--- config.mk ---
export PLATFORM = sky130hd
export DESIGN_NAME = rf_wport_arbiter
export DESIGN_NICKNAME = d
export VERILOG_FILES = /design/src/rtl/rf_wport_arbiter.sv
export SDC_FILE = /design/constraint.sdc
export NUM_CORES = 1
export LEC_CHECK = 0
export ABC_AREA = 1
export CORE_ASPECT_RATIO = 2
export CORE_MARGIN = 10
export CORE_UTILIZATION = 35
export CTS_CLUSTER_SIZE = 40
export DETAILED_ROUTE_END_ITERATION = 16
export PLACE_DENSITY = 0.71
export SYNTH_ARGS = -nofsm -noshare
export SYNTH_HDL_FRONTEND = slang
export SYNTH_SLANG_ARGS = --single-unit
--- constraint.sdc ---
create_clock -name clk -period 5.9 [get_ports clk]
set_input_delay 1.18 -clock clk [delete_from_list [all_inputs] [get_ports clk]]
set_output_delay 1.18 -clock clk [all_outputs]
set_load 0.01 [all_outputs]
--- src/rtl/rf_wport_arbiter.sv ---
// rf_wport_arbiter: shares the single RF write port between write-back (A) and a FIFO-buffered
// long-latency port (B). Build macro RF_ARB_ROUND_ROBIN_EN swaps the starvation guard for alternating grants.
module rf_wport_arbiter #(
  parameter int BUF_DEPTH    = 2,
  parameter int STARVE_LIMIT = 4
) (
  input  logic        clk,
  input  logic        reset,
  input  logic        a_valid,
  output logic        a_ready,
  input  logic        a_we,
  input  logic [4:0]  a_dest,
  input  logic [31:0] a_wdata,
  input  logic [31:0] a_pc,
  input  logic        b_valid,
  output logic        b_ready,
  input  logic [4:0]  b_dest,
  input  logic [31:0] b_wdata,
  input  logic [31:0] b_pc,
  output logic        rf_we,
  output logic [4:0]  rf_waddr,
  output logic [31:0] rf_wdata,
  output logic [31:0] busy_mask,
  output logic [31:0] debug_wb_pc,
  output logic [3:0]  debug_wb_rf_wen,
  output logic [4:0]  debug_wb_rf_wnum,
  output logic [31:0] debug_wb_rf_wdata
);

  localparam int PTR_W = $clog2(BUF_DEPTH);
  localparam logic [PTR_W:0] FULL_CNT = (PTR_W+1)'(BUF_DEPTH);

  logic [4:0]       buf_dest  [BUF_DEPTH];
  logic [31:0]      buf_wdata [BUF_DEPTH];
  logic [31:0]      buf_pc    [BUF_DEPTH];
  logic [PTR_W-1:0] rd_ptr;
  logic [PTR_W-1:0] wr_ptr;
  logic [PTR_W:0]   count;

  logic        head_valid;
  logic        full;
  logic        push;
  logic        pop;
  logic        a_need;
  logic        grant_a;
  logic        grant_b;
  logic [31:0] out_pc;
  logic [31:0] busy_c;
  logic [BUF_DEPTH-1:0] slot_valid;

  assign head_valid = (count != '0);
  assign full       = (count == FULL_CNT);
  assign b_ready    = !full;
  assign push       = b_valid && !full;
  assign a_need     = a_valid && a_we && (a_dest != 5'd0);
  assign pop        = grant_b;

`ifdef RF_ARB_ROUND_ROBIN_EN
  // rr_b_turn=0 means A wins the next contended cycle; only contended cycles flip it.
  logic rr_b_turn;
  logic contended;

  assign contended = a_need && head_valid;
  assign grant_b   = head_valid && (!a_need || rr_b_turn);
  assign grant_a   = a_need && (!head_valid || !rr_b_turn);
  assign a_ready   = !(contended && rr_b_turn);

  always_ff @(posedge clk) begin
    if (reset) begin
      rr_b_turn <= 1'b0;
    end else if (contended) begin
      rr_b_turn <= !rr_b_turn;
    end
  end
`else
  localparam logic [3:0] STARVE_MAX = 4'(STARVE_LIMIT);
  logic [3:0] starve_cnt;
  logic       force_b;

  assign force_b = head_valid && (starve_cnt == STARVE_MAX);
  assign a_ready = !force_b;
  assign grant_b = force_b || (head_valid && !a_need);
  assign grant_a = a_need && !force_b;

  always_ff @(posedge clk) begin
    if (reset || !head_valid || grant_b) begin
      starve_cnt <= 4'd0;
    end else if (grant_a && (starve_cnt != STARVE_MAX)) begin
      starve_cnt <= starve_cnt + 4'd1;
    end
  end
`endif

  always_ff @(posedge clk) begin
    if (reset) begin
      rd_ptr <= '0;
      wr_ptr <= '0;
      count  <= '0;
    end else begin
      if (push) wr_ptr <= wr_ptr + PTR_W'(1);
      if (pop)  rd_ptr <= rd_ptr + PTR_W'(1);
      case ({push, pop})
        2'b10:   count <= count + (PTR_W+1)'(1);
        2'b01:   count <= count - (PTR_W+1)'(1);
        default: count <= count;
      endcase
    end
  end

  always_ff @(posedge clk) begin
    if (push) begin
      buf_dest[wr_ptr]  <= b_dest;
      buf_wdata[wr_ptr] <= b_wdata;
      buf_pc[wr_ptr]    <= b_pc;
    end
  end

  // A slot is live when its distance from the read pointer is below the occupancy.
  for (genvar g = 0; g < BUF_DEPTH; g++) begin : g_slot
    logic [PTR_W-1:0] age;
    assign age           = PTR_W'(g) - rd_ptr;
    assign slot_valid[g] = ({1'b0, age} < count);
  end

  always_comb begin
    busy_c = '0;
    for (int s = 0; s < BUF_DEPTH; s++) begin
      if (slot_valid[s]) busy_c[buf_dest[s]] = 1'b1;
    end
    busy_c[0] = 1'b0;
  end

  assign busy_mask = busy_c;

  always_ff @(posedge clk) begin
    if (reset) begin
      rf_we    <= 1'b0;
      rf_waddr <= 5'd0;
      rf_wdata <= 32'd0;
      out_pc   <= 32'd0;
    end else if (grant_a) begin
      rf_we    <= 1'b1;
      rf_waddr <= a_dest;
      rf_wdata <= a_wdata;
      out_pc   <= a_pc;
    end else if (grant_b) begin
      rf_we    <= (buf_dest[rd_ptr] != 5'd0);
      rf_waddr <= buf_dest[rd_ptr];
      rf_wdata <= buf_wdata[rd_ptr];
      out_pc   <= buf_pc[rd_ptr];
    end else begin
      rf_we <= 1'b0;
    end
  end

  assign debug_wb_pc       = out_pc;
  assign debug_wb_rf_wen   = {4{rf_we}};
  assign debug_wb_rf_wnum  = rf_waddr;
  assign debug_wb_rf_wdata = rf_wdata;

endmodule
==> out/metrics.cfg, run 1 <==
[timing]
rsz0062_at_grt = no
finalMaxSlewViolations = 0
holdWs_ns = 0.464
fmax_ghz = 0.229
worst-slew-pin-transition_ns = 1.10
tns_ns = 0
max_slew_margin = 0.260
fin_crit_sh = 0.741
fin_crit_ns = 4.37
finalSetupViolCount = 0
clock_skew_ns = 0.0168
hold_viol = 0
finalWorstSetupSlack_ns = 1.53

[critical_path]
critical-path-max-stage-delay_ns = 0.78
worst_path_dominant_cell_family = buffers and inverters
crit_chain = nor2_4, inv_2, nand2_2, buf_4, clkdlybuf4s50_1
path_buf_inv = 3
end_kind = primary output
cp_slowest_cell = nor2_4
crit_type = flip-flop to primary output
crit_required_ns = 4.72
crit_fanout = 57
cp-start-kind = flip-flop
cp.arrival_ns = 3.19

[die]
rows = 87
die_w_um = 140
dieHeight_um = 259
initial_core_util = 0.355
core_area_um2 = 28200
ios = 288
die-area_um2 = 36100

[synth]
synth-simple-area-share = 0.270
synth-edff-count = 138
synth.area.mux_share = 0
ys_seq_elements = 217
synthXorXnorAreaFrac = 0.00175
synth_adder_area_share = 0.00375
syn_avg_cell_area_um2 = 8.99
ys_warn_count = 0
synth_top_family_by_area = simple AND/OR/NAND/NOR gates
syn-num-nets = 1259
synthTopCellsByArea = edfxtp_1, dfxtp_1, nand2_1
synth_top_area_cell = edfxtp_1
synth-compound-area-share = 0.0433
ys_seq_area_frac = 0.573
synthArstFlopShare = 0
synth_cells = 1113
netlist.area_leader.share = 0.414
netlist_area_um2 = 10000
yosys_most_used_dff = edfxtp_1
yosysUniqueCellTypes = 28

[drt]
vias_per_cell = 5.04
drc = 0
wl_per_cell_um = 19.3
finalWirelength_mm = 32.8
drt_iter0_drc = 444
num_vias = 8570
firstDrtPassIters = 5
postRouteAntennaNets = 0

[cells_and_area]
synthToLayoutAreaGrowth_pct = 34.2
finalNetCount = 1468
drive_above_1_share = 0.0501

[outcome]
outcome = complete, no violations

[job]
cap_violations = 0

[clock_tree]
numClockSinks = 217
ctsResizeCount = 0
post_cts_buffers = 0
cts_made_buffers = 21
clk_latency_ns = 0.52
htreeDepth = 1
clk_pin_slew_ns = 0.06
cts_buffer_depth = 3
cts_root_buffer = clkbuf_16
hold_buffers = 0
cts_tree = done

[min_path]
min-delay-path-class = flip-flop to flip-flop

[pwr]
peakVddDrop_mv = 0.276
p_leak_nw = 5.44
p_per_area_nw_per_um2 = 395

[placed_design]
portBuffers = 286
place_ws_ns = 1.69
hpwlAfterDp_mm = 22.5
gp_congestion = 0.913

[grt]
grt_pass1_wl_mm = 49.4
grt_use_total = 0.170
antenna_found_initial = 9
grt_pass1_vias = 8762
grt_max_degree = 80
grt_overflow = 0

[state kept, by name, summed over array words and instances, names as in the netlist, named ones only]
| signal | count |
|---|---|
| wr_ptr | 1 |
| debug_wb_pc | 32 |
| rd_ptr | 1 |
| count | 2 |
| debug_wb_rf_wnum | 5 |
| rf_we | 1 |
| buf_wdata | 64 |
| buf_pc | 64 |
| starve_cnt | 4 |
| debug_wb_rf_wdata | 32 |
| buf_dest | 10 |
[worst register-to-register path, cell delays in order, from the launching register on]
cell	delay (ns)
dfxtp_1	0.37
nor2_4	0.79
inv_2	0.15
nand2_2	0.11
buf_4	0.57
nand3_4	0.88
o21ai_0	0.55
nand2_1	0.09
nand2_1	0.06
[cell usage after synthesis (2+ instances only)]
library cell	n
a21oi_1	6
nand4_1	56
ha_1	3
nand3b_1	17
nor2_1	82
buf_4	44
nand2_2	3
buf_2	28
nand2_1	250
o21ai_0	55
o2111ai_1	14
dfxtp_1	79
clkbuf_1	23
buf_1	8
or2_2	14
nor3_1	46
inv_1	108
inv_2	2
and2_1	2
nand3_1	122
edfxtp_1	138
buf_6	7
[layout make-up]
type,instances,area (um^2)
Antenna cell,8,20.0
Clock buffer,28,572
Clock inverter,9,76.3
Fill cell,2622,14800
Inverter,110,413
Multi-Input combinational cell,676,3230
Sequential cell,217,5730
Tap cell,356,445
Timing Repair Buffer,296,2940
[kinds of logic after synthesis]
kind of cell	after synthesis
xor gates and xnor gates	2
buffers and inverters	220
AOI/OAI and AO/OA	76
DFF	217
and+or+nand+nor	594
adders and majority gates	3
other	1
[final timing paths]
path                       from                    end  slack [ns]  depth (start not counted)
hold reg to reg   starve_cnt[0]          starve_cnt[0]        0.46                          1
setup / recovery       count[0]                a_ready        1.53                          5
hold / removal    starve_cnt[0]          starve_cnt[0]        0.46                          1
setup reg to reg       count[0]  debug_wb_rf_wdata[18]        2.28                          8
[per-stage QoR]
step                      total power [mW]  instance area (um^2)  cells   util
after global routing                  5.61                 13400   1700  0.476
after global placement                4.01                 12800   1655  0.452
after detailed placement              4.05                 12800   1655  0.452
after CTS                             5.37                 13400   1692  0.475
after floorplan                       3.25                 10000   1113      -
final                                 5.30                 13400   1700  0.476
[cell usage in the layout, fill, tap and decap left out, types with 3 or more instances in the layout]
cell type	synthesis	layout
clkdlybuf4s50_1	0	286
nand2_1	250	250
edfxtp_1	138	138
nand3_1	122	121
inv_1	108	106
nor2_1	82	80
dfxtp_1	79	78
nand4_1	56	56
o21ai_0	55	55
nor3_1	46	46
clkbuf_16	0	21
nand3b_1	17	17
or2_2	14	14
o2111ai_1	14	14
buf_4	44	10
diode_2	0	8
a21oi_1	6	6
clkbuf_1	23	5
inv_2	2	4
nor2_4	1	3
ha_1	3	3
clkinv_2	0	3
[power by group]
part	internal, mW	switching [mW]	leakage [nW]
registers	1.92	0.155	1.94
clock network	0.727	0.576	0.313
logic	0.834	1.09	3.19
total	3.48	1.82	5.44
[metal layers]
metal	routed length, um	vias up	global-route usage
li1	-	4121	-
met1	10700	4044	0.156
met2	18100	311	0.327
met3	2090	92	0.0339
met4	1790	2	0.116
met5	13	-	0
(Power assumes the default switching activity.)
==> inputs of run 2 (changes only) <==
==> constraint.sdc (replaced) <==
create_clock -name clk -period 4.45 [get_ports clk]
set_input_delay 0.89 -clock clk [delete_from_list [all_inputs] [get_ports clk]]
set_output_delay 0.89 -clock clk [all_outputs]
set_load 0.01 [all_outputs]
==> run 2 against run 1 <==
Via count rose by 0.20%. Clock skew fell by 0.0049 ns. Clock power rose by 34%. Routed wire length rose by 1.4%. Flip-flop and latch count did not move. Cell count rose by 0.18%. Setup slack got worse by 0.77 ns. Critical path depth did not move. Critical endpoint is now busy_mask[9]. Largest cell class unchanged. Largest power group unchanged.
==> out/metrics.cfg, run 2 (same netlist as run 1, synthesis figures left out) <==
[timing]
fin_crit_ns = 3.69
clock_skew_ns = 0.0118  ; -0.00491 ns
worst-slew-pin-transition_ns = 1.08  ; -0.0182 ns
holdWs_ns = 0.469  ; +0.00493 ns
max_slew_margin = 0.272  ; +0.0122
fmax_ghz = 0.271
rsz0062_at_grt = no
hold_viol = 0  ; unchanged
fin_crit_sh = 0.830
tns_ns = 0  ; unchanged
finalMaxSlewViolations = 0  ; unchanged
finalSetupViolCount = 0  ; unchanged

[placed_design]
gp_congestion = 0.896  ; -1.9%
dp.cells = 1659  ; +0.24%
portBuffers = 286  ; unchanged
hpwlAfterDp_mm = 23.0  ; +2.0%

[min_path]
hold_path_depth = 1  ; unchanged
min-delay-path-class = flip-flop to flip-flop

[critical_path]
crit_fanout = 8  ; -86%
reg2reg_depth = 9  ; +1
end_kind = primary output
cp.arrival_ns = 2.80  ; -0.39 ns
crit_type = flip-flop to primary output
crit_required_ns = 3.56  ; -1.16 ns
cp-start-kind = flip-flop

[clock_tree]
cts_tree = done
numClockSinks = 217  ; unchanged
clk_latency_ns = 0.51  ; about the same
htreeDepth = 1  ; unchanged
clk_pin_slew_ns = 0.06  ; about the same
post_cts_buffers = 0  ; unchanged
cts_root_buffer = clkbuf_16
cts_buffer_depth = 3  ; unchanged
hold_buffers = 0  ; unchanged
cts_made_buffers = 21  ; unchanged
ctsResizeCount = 0  ; unchanged

[drt]
wl_per_cell_um = 19.5  ; +1.2%
postRouteAntennaNets = 0  ; unchanged
drt_iter0_drc = 659  ; +48%
num_vias = 8587  ; +0.20%
firstDrtPassIters = 7  ; +2
vias_per_cell = 5.04  ; about the same
drc = 0  ; unchanged
finalWirelength_mm = 33.2  ; +1.4%

[cells_and_area]
reg_top3 = buf_pc (64), buf_wdata (64)
finalNetCount = 1472  ; +0.27%
final_common_cell = clkdlybuf4s50_1
synthToLayoutAreaGrowth_pct = 34.8
fillCellCount = 2613  ; -0.34%
final_cells = 1703  ; +0.18%
drive_above_1_share = 0.0537  ; +0.00358
mostFrequentLayoutCells = clkdlybuf4s50_1, nand2_1, edfxtp_1

[pwr]
p_per_area_nw_per_um2 = 525  ; +33%
p_leak_nw = 5.47  ; +0.49%
peakVddDrop_mv = 0.353  ; +28%

[die]
core_area_um2 = 28200  ; unchanged
die_w_um = 140  ; unchanged
ios = 288  ; unchanged
initial_core_util = 0.355  ; unchanged
dieHeight_um = 259  ; unchanged
die-area_um2 = 36100  ; unchanged
rows = 87  ; unchanged

[grt]
grt_use_total = 0.174  ; +0.00333
grt_max_degree = 80  ; unchanged
antenna_found_initial = 8  ; -1
grt_overflow = 0  ; unchanged
grt_pass1_wl_mm = 50.1  ; +1.5%
grt_pass1_vias = 8754  ; -0.091%

[job]
cap_violations = 0  ; unchanged

[outcome]
outcome = complete, no violations

## run 2: changes by cell type in the layout (fill, tap and decap cells not counted), sizes merged
cell      change
clkbuf        +1
diode         -1
buf           +4
clkinv        -2
clkinvlp      +1
## run 2: final cells by class
class,instances,area (um^2),share of cell area
diodes,7,17.5,0.00130
inverters,110,413,0.0306
repair buffers,300,2990,0.222
flip-flops and latches,217,5730,0.425
multi-input cells,676,3230,0.240
well taps,356,445,0.0331
clock buffers,29,576,0.0427
clock inverters,8,76.3,0.00566
## run 2: path summary, 6_finish.rpt
| kind | from | endpoint | slack (ns) |
|---|---|---|---|
| worst max-delay path | count[0] | busy_mask[9] | 0.76 |
| worst min register to register | starve_cnt[0] | starve_cnt[0] | 0.47 |
| worst max register to register | starve_cnt[0] | debug_wb_rf_wdata[15] | 1.65 |
| worst min-delay path | starve_cnt[0] | starve_cnt[0] | 0.47 |
## run 2: critical path: stages (launching register included)
cell	delay [ns]
dfxtp_1	0.44
a21oi_1	0.16
nor3_1	0.85
nand2_1	0.14
o21ai_0	0.13
clkdlybuf4s50_1	0.58
## run 2: through the flow
stage | power (mW) | setup slack [ns] | util | instance area, um^2
finish | 7.07 | 0.757 | 0.478 | 13500
floorplan | 4.31 | 0.0619 | - | 10000
global route | 7.50 | 0.630 | 0.478 | 13500
detailed placement | 5.40 | 1.04 | 0.454 | 12800
global placement | 5.34 | 1.12 | 0.454 | 12800
CTS | 7.16 | 0.828 | 0.477 | 13500
## run 2: where the power goes
group          switching [mW]  internal, mW  total, mW
logic                    1.46          1.12       2.58
clock network           0.768         0.969       1.74
registers               0.215          2.54       2.75
total                    2.45          4.63       7.07
## run 2: layer usage
| metal | vias to the layer above | track usage | wire length (um) |
|---|---|---|---|
| met1 | 4075 | 0.161 | 11000 |
| met4 | 2 | 0.0995 | 1320 |
| met5 | - | 0 | 13 |
| li1 | 4136 | - | - |
| met3 | 69 | 0.0332 | 1950 |
| met2 | 305 | 0.340 | 18900 |
